==> config.mk <==
export PLATFORM = sky130hd
export DESIGN_NAME = message_receive_dp
export DESIGN_NICKNAME = d
export VERILOG_FILES = /design/src/rtl/message_receive_dp_pkg.sv /design/src/rtl/message_receive_dp_rx_bit_timer.sv /design/src/rtl/message_receive_dp.sv
export SDC_FILE = /design/constraint.sdc
export NUM_CORES = 1
export LEC_CHECK = 0
export CAP_MARGIN = 20
export CORE_AREA = 2 2 55 57
export CTS_CLUSTER_SIZE = 8
export DETAILED_ROUTE_END_ITERATION = 16
export DIE_AREA = 0 0 57 59
export GPL_TIMING_DRIVEN = 0
export PLACE_DENSITY_LB_ADDON = 0.3
export SYNTH_ARGS = -nofsm -noshare
export SYNTH_HDL_FRONTEND = slang
export SYNTH_SLANG_ARGS = --single-unit
export TNS_END_PERCENT = 1
==> constraint.sdc <==
create_clock -name clk -period 2 [get_ports clk]
set_input_delay 0.2 -clock clk [delete_from_list [all_inputs] [get_ports clk]]
set_output_delay 0.2 -clock clk [all_outputs]
set_load 0.05 [all_outputs]
==> src/rtl/message_receive_dp_pkg.sv <==
// Shared types and line-level constants for the serial message receiver.
package message_receive_dp_pkg;

    typedef enum logic [1:0] {
        StIdle  = 2'd0,
        StStart = 2'd1,
        StData  = 2'd2,
        StStop  = 2'd3
    } rx_state_e;

    localparam logic LINE_IDLE = 1'b1;
    localparam logic START_LVL = 1'b0;

endpackage

==> src/rtl/message_receive_dp_rx_bit_timer.sv <==
// Bit-period counter: free-runs from zero, wraps after BIT_PERIOD cycles,
// and flags the mid-bit and end-of-bit counts.
module message_receive_dp_rx_bit_timer #(
    parameter int unsigned CNT_W      = 10,
    parameter int unsigned BIT_PERIOD = 1024
) (
    input  logic clk,
    input  logic reset,
    input  logic clr,
    output logic half_tick,
    output logic full_tick
);

    localparam logic [CNT_W-1:0] HalfCnt = CNT_W'(BIT_PERIOD / 2 - 1);
    localparam logic [CNT_W-1:0] FullCnt = CNT_W'(BIT_PERIOD - 1);

    logic [CNT_W-1:0] cnt_q, cnt_d;

    assign half_tick = (cnt_q == HalfCnt);
    assign full_tick = (cnt_q == FullCnt);

    // Wrapping on full_tick keeps cnt within one bit period in every state.
    always_comb begin
        cnt_d = cnt_q + 1'b1;
        if (clr || full_tick) begin
            cnt_d = '0;
        end
    end

    always_ff @(posedge clk or negedge reset) begin
        if (!reset) begin
            cnt_q <= '0;
        end else begin
            cnt_q <= cnt_d;
        end
    end

endmodule

==> src/rtl/message_receive_dp.sv <==
// Serial-to-parallel receiver: synchronises the serial line, validates the
// start bit at mid-bit, shifts in LSB-first data and checks the stop bit.
module message_receive_dp
    import message_receive_dp_pkg::*;
#(
    parameter int unsigned DATA_W     = 5,
    parameter int unsigned BIT_PERIOD = 1024,
    parameter int unsigned CNT_W      = 10
) (
    input  logic              clk,
    input  logic              reset,
    input  logic              en,
    input  logic              ser_in,
    output logic [DATA_W-1:0] msg,
    output logic              msg_valid,
    output logic              frame_err,
    output logic              busy
);

    localparam int unsigned IDX_W = $clog2(DATA_W + 1);
    localparam logic [IDX_W-1:0] LastIdx = IDX_W'(DATA_W - 1);

    logic [1:0]        sync_q;
    logic              s;
    rx_state_e         state_q, state_d;
    logic [IDX_W-1:0]  idx_q;
    logic [DATA_W-1:0] shreg_q;
    logic [DATA_W-1:0] msg_q;
    logic              msg_valid_q, frame_err_q;
    logic              timer_clr, half_tick, full_tick;
    logic              sample, good_stop, bad_stop;

    // ser_in is asynchronous to clk; everything downstream looks only at s.
    always_ff @(posedge clk or negedge reset) begin
        if (!reset) begin
            sync_q <= {2{LINE_IDLE}};
        end else begin
            sync_q <= {sync_q[0], ser_in};
        end
    end

    assign s = sync_q[1];

    message_receive_dp_rx_bit_timer #(
        .CNT_W      (CNT_W),
        .BIT_PERIOD (BIT_PERIOD)
    ) u_bit_timer (
        .clk       (clk),
        .reset     (reset),
        .clr       (timer_clr),
        .half_tick (half_tick),
        .full_tick (full_tick)
    );

    always_comb begin
        state_d   = state_q;
        timer_clr = 1'b0;
        sample    = 1'b0;
        good_stop = 1'b0;
        bad_stop  = 1'b0;
        if (!en) begin
            state_d   = StIdle;
            timer_clr = 1'b1;
        end else begin
            unique case (state_q)
                StIdle: begin
                    timer_clr = 1'b1;
                    if (s == START_LVL) begin
                        state_d = StStart;
                    end
                end
                StStart: begin
                    if (half_tick) begin
                        // Restart the timer here so later samples land mid-bit.
                        timer_clr = 1'b1;
                        state_d   = (s == START_LVL) ? StData : StIdle;
                    end
                end
                StData: begin
                    if (full_tick) begin
                        sample = 1'b1;
                        if (idx_q == LastIdx) begin
                            state_d = StStop;
                        end
                    end
                end
                StStop: begin
                    if (full_tick) begin
                        good_stop = (s == LINE_IDLE);
                        bad_stop  = (s != LINE_IDLE);
                        state_d   = StIdle;
                    end
                end
                default: state_d = StIdle;
            endcase
        end
    end

    always_ff @(posedge clk or negedge reset) begin
        if (!reset) begin
            state_q     <= StIdle;
            idx_q       <= '0;
            shreg_q     <= '0;
            msg_q       <= '0;
            msg_valid_q <= 1'b0;
            frame_err_q <= 1'b0;
        end else begin
            state_q     <= state_d;
            msg_valid_q <= good_stop;
            frame_err_q <= bad_stop;
            if (!en || state_q == StIdle) begin
                idx_q <= '0;
            end else if (sample) begin
                idx_q <= idx_q + 1'b1;
            end
            if (sample) begin
                shreg_q <= {s, shreg_q[DATA_W-1:1]};
            end
            if (good_stop) begin
                msg_q <= shreg_q;
            end
        end
    end

    assign msg       = msg_q;
    assign msg_valid = msg_valid_q;
    assign frame_err = frame_err_q;
    assign busy      = (state_q != StIdle);

endmodule

==> run_results.csv, run 1 <==
group,metric,value,unit
yosys,synth_area_per_cell,12.43,um^2
global_routing,grt_pass1_wl,3981,um
timing,drv_slew,0,
global_routing,grt_pass1_vias,883,
cts,cts_tree,"yes",
placement,globalplace.congestion,0.7170,
floorplan,initial_cell_density_of_the_core,49.08,%
timing,setup_repair_after_global_routing_missed_its_margin,"false",
cts,cts.sink_count,29,
placement,placed_cells,150,
timing,max_slew.worst_pin.slew,0.6953,ns
timing,max_freq,0.5365,GHz
timing,final-hold-violation-count,0,
timing,timing.max_slew.rel_slack,53.50,%
placement,numPortBuffers,11,
flow_run,maxCapViolations,0,
layout,layout_commonest_cell,"dfrtp_1",
critical_path,crit_path_start,"u_bit_timer.cnt_q[0]",
cts,post_cts.repair.setup_buffers,0,
floorplan,pin_count,12,
layout,layout-drive-gt1-share,23.62,%
route,routed_len_inst,13.78,um
cts,clk_pin_slew_worst_paths,0.09,ns
power_and_ir_drop,p_total,1.060,mW
global_routing,grt_start_max_net_pins,18,
timing,period_share,93.20,%
yosys,ys_warn_count,0,
route,number_of_iterations_in_the_first_detailed_routing_pass,2,
timing,setup_ws,0.1360,ns
cts,cts.htree.levels,2,
critical_path,path_class,"register to register",
min_path,hp-class,"primary input to register",
layout,most_used_cells_in_the_layout_excluding_fill_and_tap_cells,"dfrtp_1 (27), clkdlybuf4s50_1 (10), nand2_1 (7)",
timing,report.final.setup_viol,0,
layout,final_nets,133,
layout,finalCoreUtilization,58.22,%
route,first_iter_violations,27,
yosys,synth-seq-area-share,54.75,%
route,avgViaCountPerCell,5.506,
route,drt_drc_violations_left,0,
route,antenna_left,0,
cts,post_cts_hold_buffer_count,0,
timing,clock_skew,0.005560,ns
placement,dp_hpwl,1619,um
floorplan,dieWidth,57,um
global_routing,antenna_found_initial,0,
route,routed_wl,2178,um
yosys,synth_cells,107,
critical_path,cp_max_fo,8,
floorplan,die_height,59,um
power_and_ir_drop,power-per-cell-area,672.1,mW/mm^2
power_and_ir_drop,vdd_ir_drop_max,0.4572,mV
critical_path,reg2reg_from,"u_bit_timer.cnt_q[0]",
critical_path,worst_setup_path_end_kind,"register",
cts,cts.path.max_buffers,2,
layout,syn_to_final_growth,18.63,%
timing,holdWs,0.2719,ns
yosys,distinct_cells_synth,34,
timing,finalSetupTns,0,ns
timing,post-route-min-period,1.864,ns
floorplan,placeableCoreArea,0.002710,mm^2
floorplan,std_cell_rows,19,
critical_path,timing.critical_path.from_type,"register",
layout,layout.cell_area.non_filler,0.001578,mm^2
layout,antenna-diode-count,0,
min_path,startpoint_of_the_lowest_slack_hold_path,"ser_in",
global_routing,grt_use_total,15.75,%
floorplan,design.die.area,0.003363,mm^2
critical_path,timing.critical_path.arrival,2.08,ns
layout,instances_no_fill,158,
yosys,synth_fp_nets,114,
cts,insertion_delay_to_the_later_sink_of_the_worst_skew_pair,0.33,ns
global_routing,globalRoute.totalOverflow,0,
outcome,run_status,"complete, no violations",
yosys,synth.cell_area,0.001330,mm^2
power_and_ir_drop,cellLeakagePower,0.7171,nW
route,detailroute.via_count,870,
placement,postPlaceCellArea,0.001506,mm^2
placement,detailedPlace.worstSlack,-0.01686,ns
cts,clockRootBuffer,"clkbuf_4",
yosys,ys_ff_latch,29,
critical_path,worst_ep_required_time,2.22,ns
cts,cts-buffers-inserted,5,
metal layers:
layer | up-vias | GRT usage (%) | part of all wire, %
li1 | 422 | - | -
met1 | 428 | 19.52 | 45
met2 | 15 | 24.79 | 48
met3 | 5 | 6.550 | 5.3
met4 | 0 | 5.980 | 2.2
met5 | - | 0 | 0
area by class of cell:
cell class | count | area, um^2
clock inverters | 1 | 5.005
well taps | 31 | 38.79
inverters | 6 | 22.52
repair buffers | 12 | 136.4
plain buffers | 2 | 16.27
clock buffers | 7 | 65.06
flip-flops and latches | 29 | 728.2
fillers | 232 | 1132
multi-input cells | 70 | 565.5
state kept, by name, summed over array words and instances, names as in the netlist:
signal             count
msg                    5
shreg_q                5
msg_valid              1
sync_q                 2
idx_q                  3
frame_err              1
state_q                2
u_bit_timer.cnt_q     10
synth_stat cells:
| library cell | number | area [um^2] |
|---|---|---|
| a21boi_0 | 1 | 7.510 |
| a21oi_1 | 4 | 20.02 |
| buf_2 | 1 | 5.000 |
| buf_6 | 1 | 11.26 |
| dfrtp_1 | 27 | 675.7 |
| dfstp_2 | 2 | 52.55 |
| ha_1 | 3 | 37.54 |
| inv_1 | 6 | 22.52 |
| mux2_2 | 5 | 56.30 |
| mux2_4 | 5 | 75.07 |
| mux2i_1 | 3 | 30.03 |
| nand2_1 | 7 | 26.28 |
| nand2b_1 | 3 | 18.77 |
| nand3_1 | 4 | 20.02 |
| nand4_1 | 2 | 12.51 |
| nand4_4 | 1 | 21.27 |
| nor2_1 | 5 | 18.77 |
| nor2b_1 | 1 | 6.260 |
| nor4_1 | 1 | 6.260 |
| nor4_4 | 1 | 21.27 |
| nor4b_1 | 2 | 17.52 |
| o21a_1 | 1 | 7.510 |
| o21ai_0 | 4 | 20.02 |
| o221a_2 | 1 | 11.26 |
| o221ai_1 | 1 | 8.760 |
| o311ai_0 | 1 | 8.760 |
| o31ai_1 | 1 | 7.510 |
| o31ai_2 | 1 | 12.51 |
| or2_2 | 1 | 6.260 |
| or3_1 | 5 | 31.28 |
| or4_1 | 1 | 7.510 |
| or4_4 | 1 | 11.26 |
| xnor2_1 | 2 | 17.52 |
| xor2_1 | 2 | 17.52 |
cells by family after synthesis:
group	synth area share, %
and+or+nand+nor	16.94
DFF	54.75
buffers and inverters	2.916
AOI/OAI and AO/OA	7.809
muxes	12.14
adders and majority gates	2.823
xor gates and xnor gates	2.635
power by group:
| group | total (mW) | internal, mW | switching, mW |
|---|---|---|---|
| registers | 0.603 | 0.594 | 0.00881 |
| logic | 0.0562 | 0.0223 | 0.0339 |
| clock network | 0.402 | 0.203 | 0.198 |
critical path, cell delays in order, from the launching register on:
cell and delay [ns]:
dfrtp_1 0.40, ha_2 0.24, nand4_4 0.15, or4_4 0.51, buf_6 0.16, mux2_4 0.30
final timing paths:
check                             endpoint  slack, ns  cells past startpoint
worst min-delay path             sync_q[0]       0.27                      1
max in group asynchronous        sync_q[1]       1.11                      2
worst min register to register   sync_q[1]       0.36                      0
worst max-delay path            shreg_q[3]       0.14                      5
min in group asynchronous         idx_q[1]       0.28                      1
worst max register to register  shreg_q[3]       0.14                      5
repair_timing:
item / in CTS / in global routing
resized for setup: 1 / 1
setup endpoints to repair: 1 / 1
endpoints found under the hold margin: 0 / 0
No activity file was read; power rests on OpenSTA's default activity.
==> inputs of run 2 (changes only) <==
--- a/config.mk
+++ b/config.mk
@@ -15,4 +15,4 @@
 export SYNTH_ARGS = -nofsm -noshare
 export SYNTH_HDL_FRONTEND = slang
 export SYNTH_SLANG_ARGS = --single-unit
-export TNS_END_PERCENT = 1
+export TNS_END_PERCENT = 20
==> results of run 2 <==
Same layout as run 1: the final DEF is identical, and so are final timing and power.
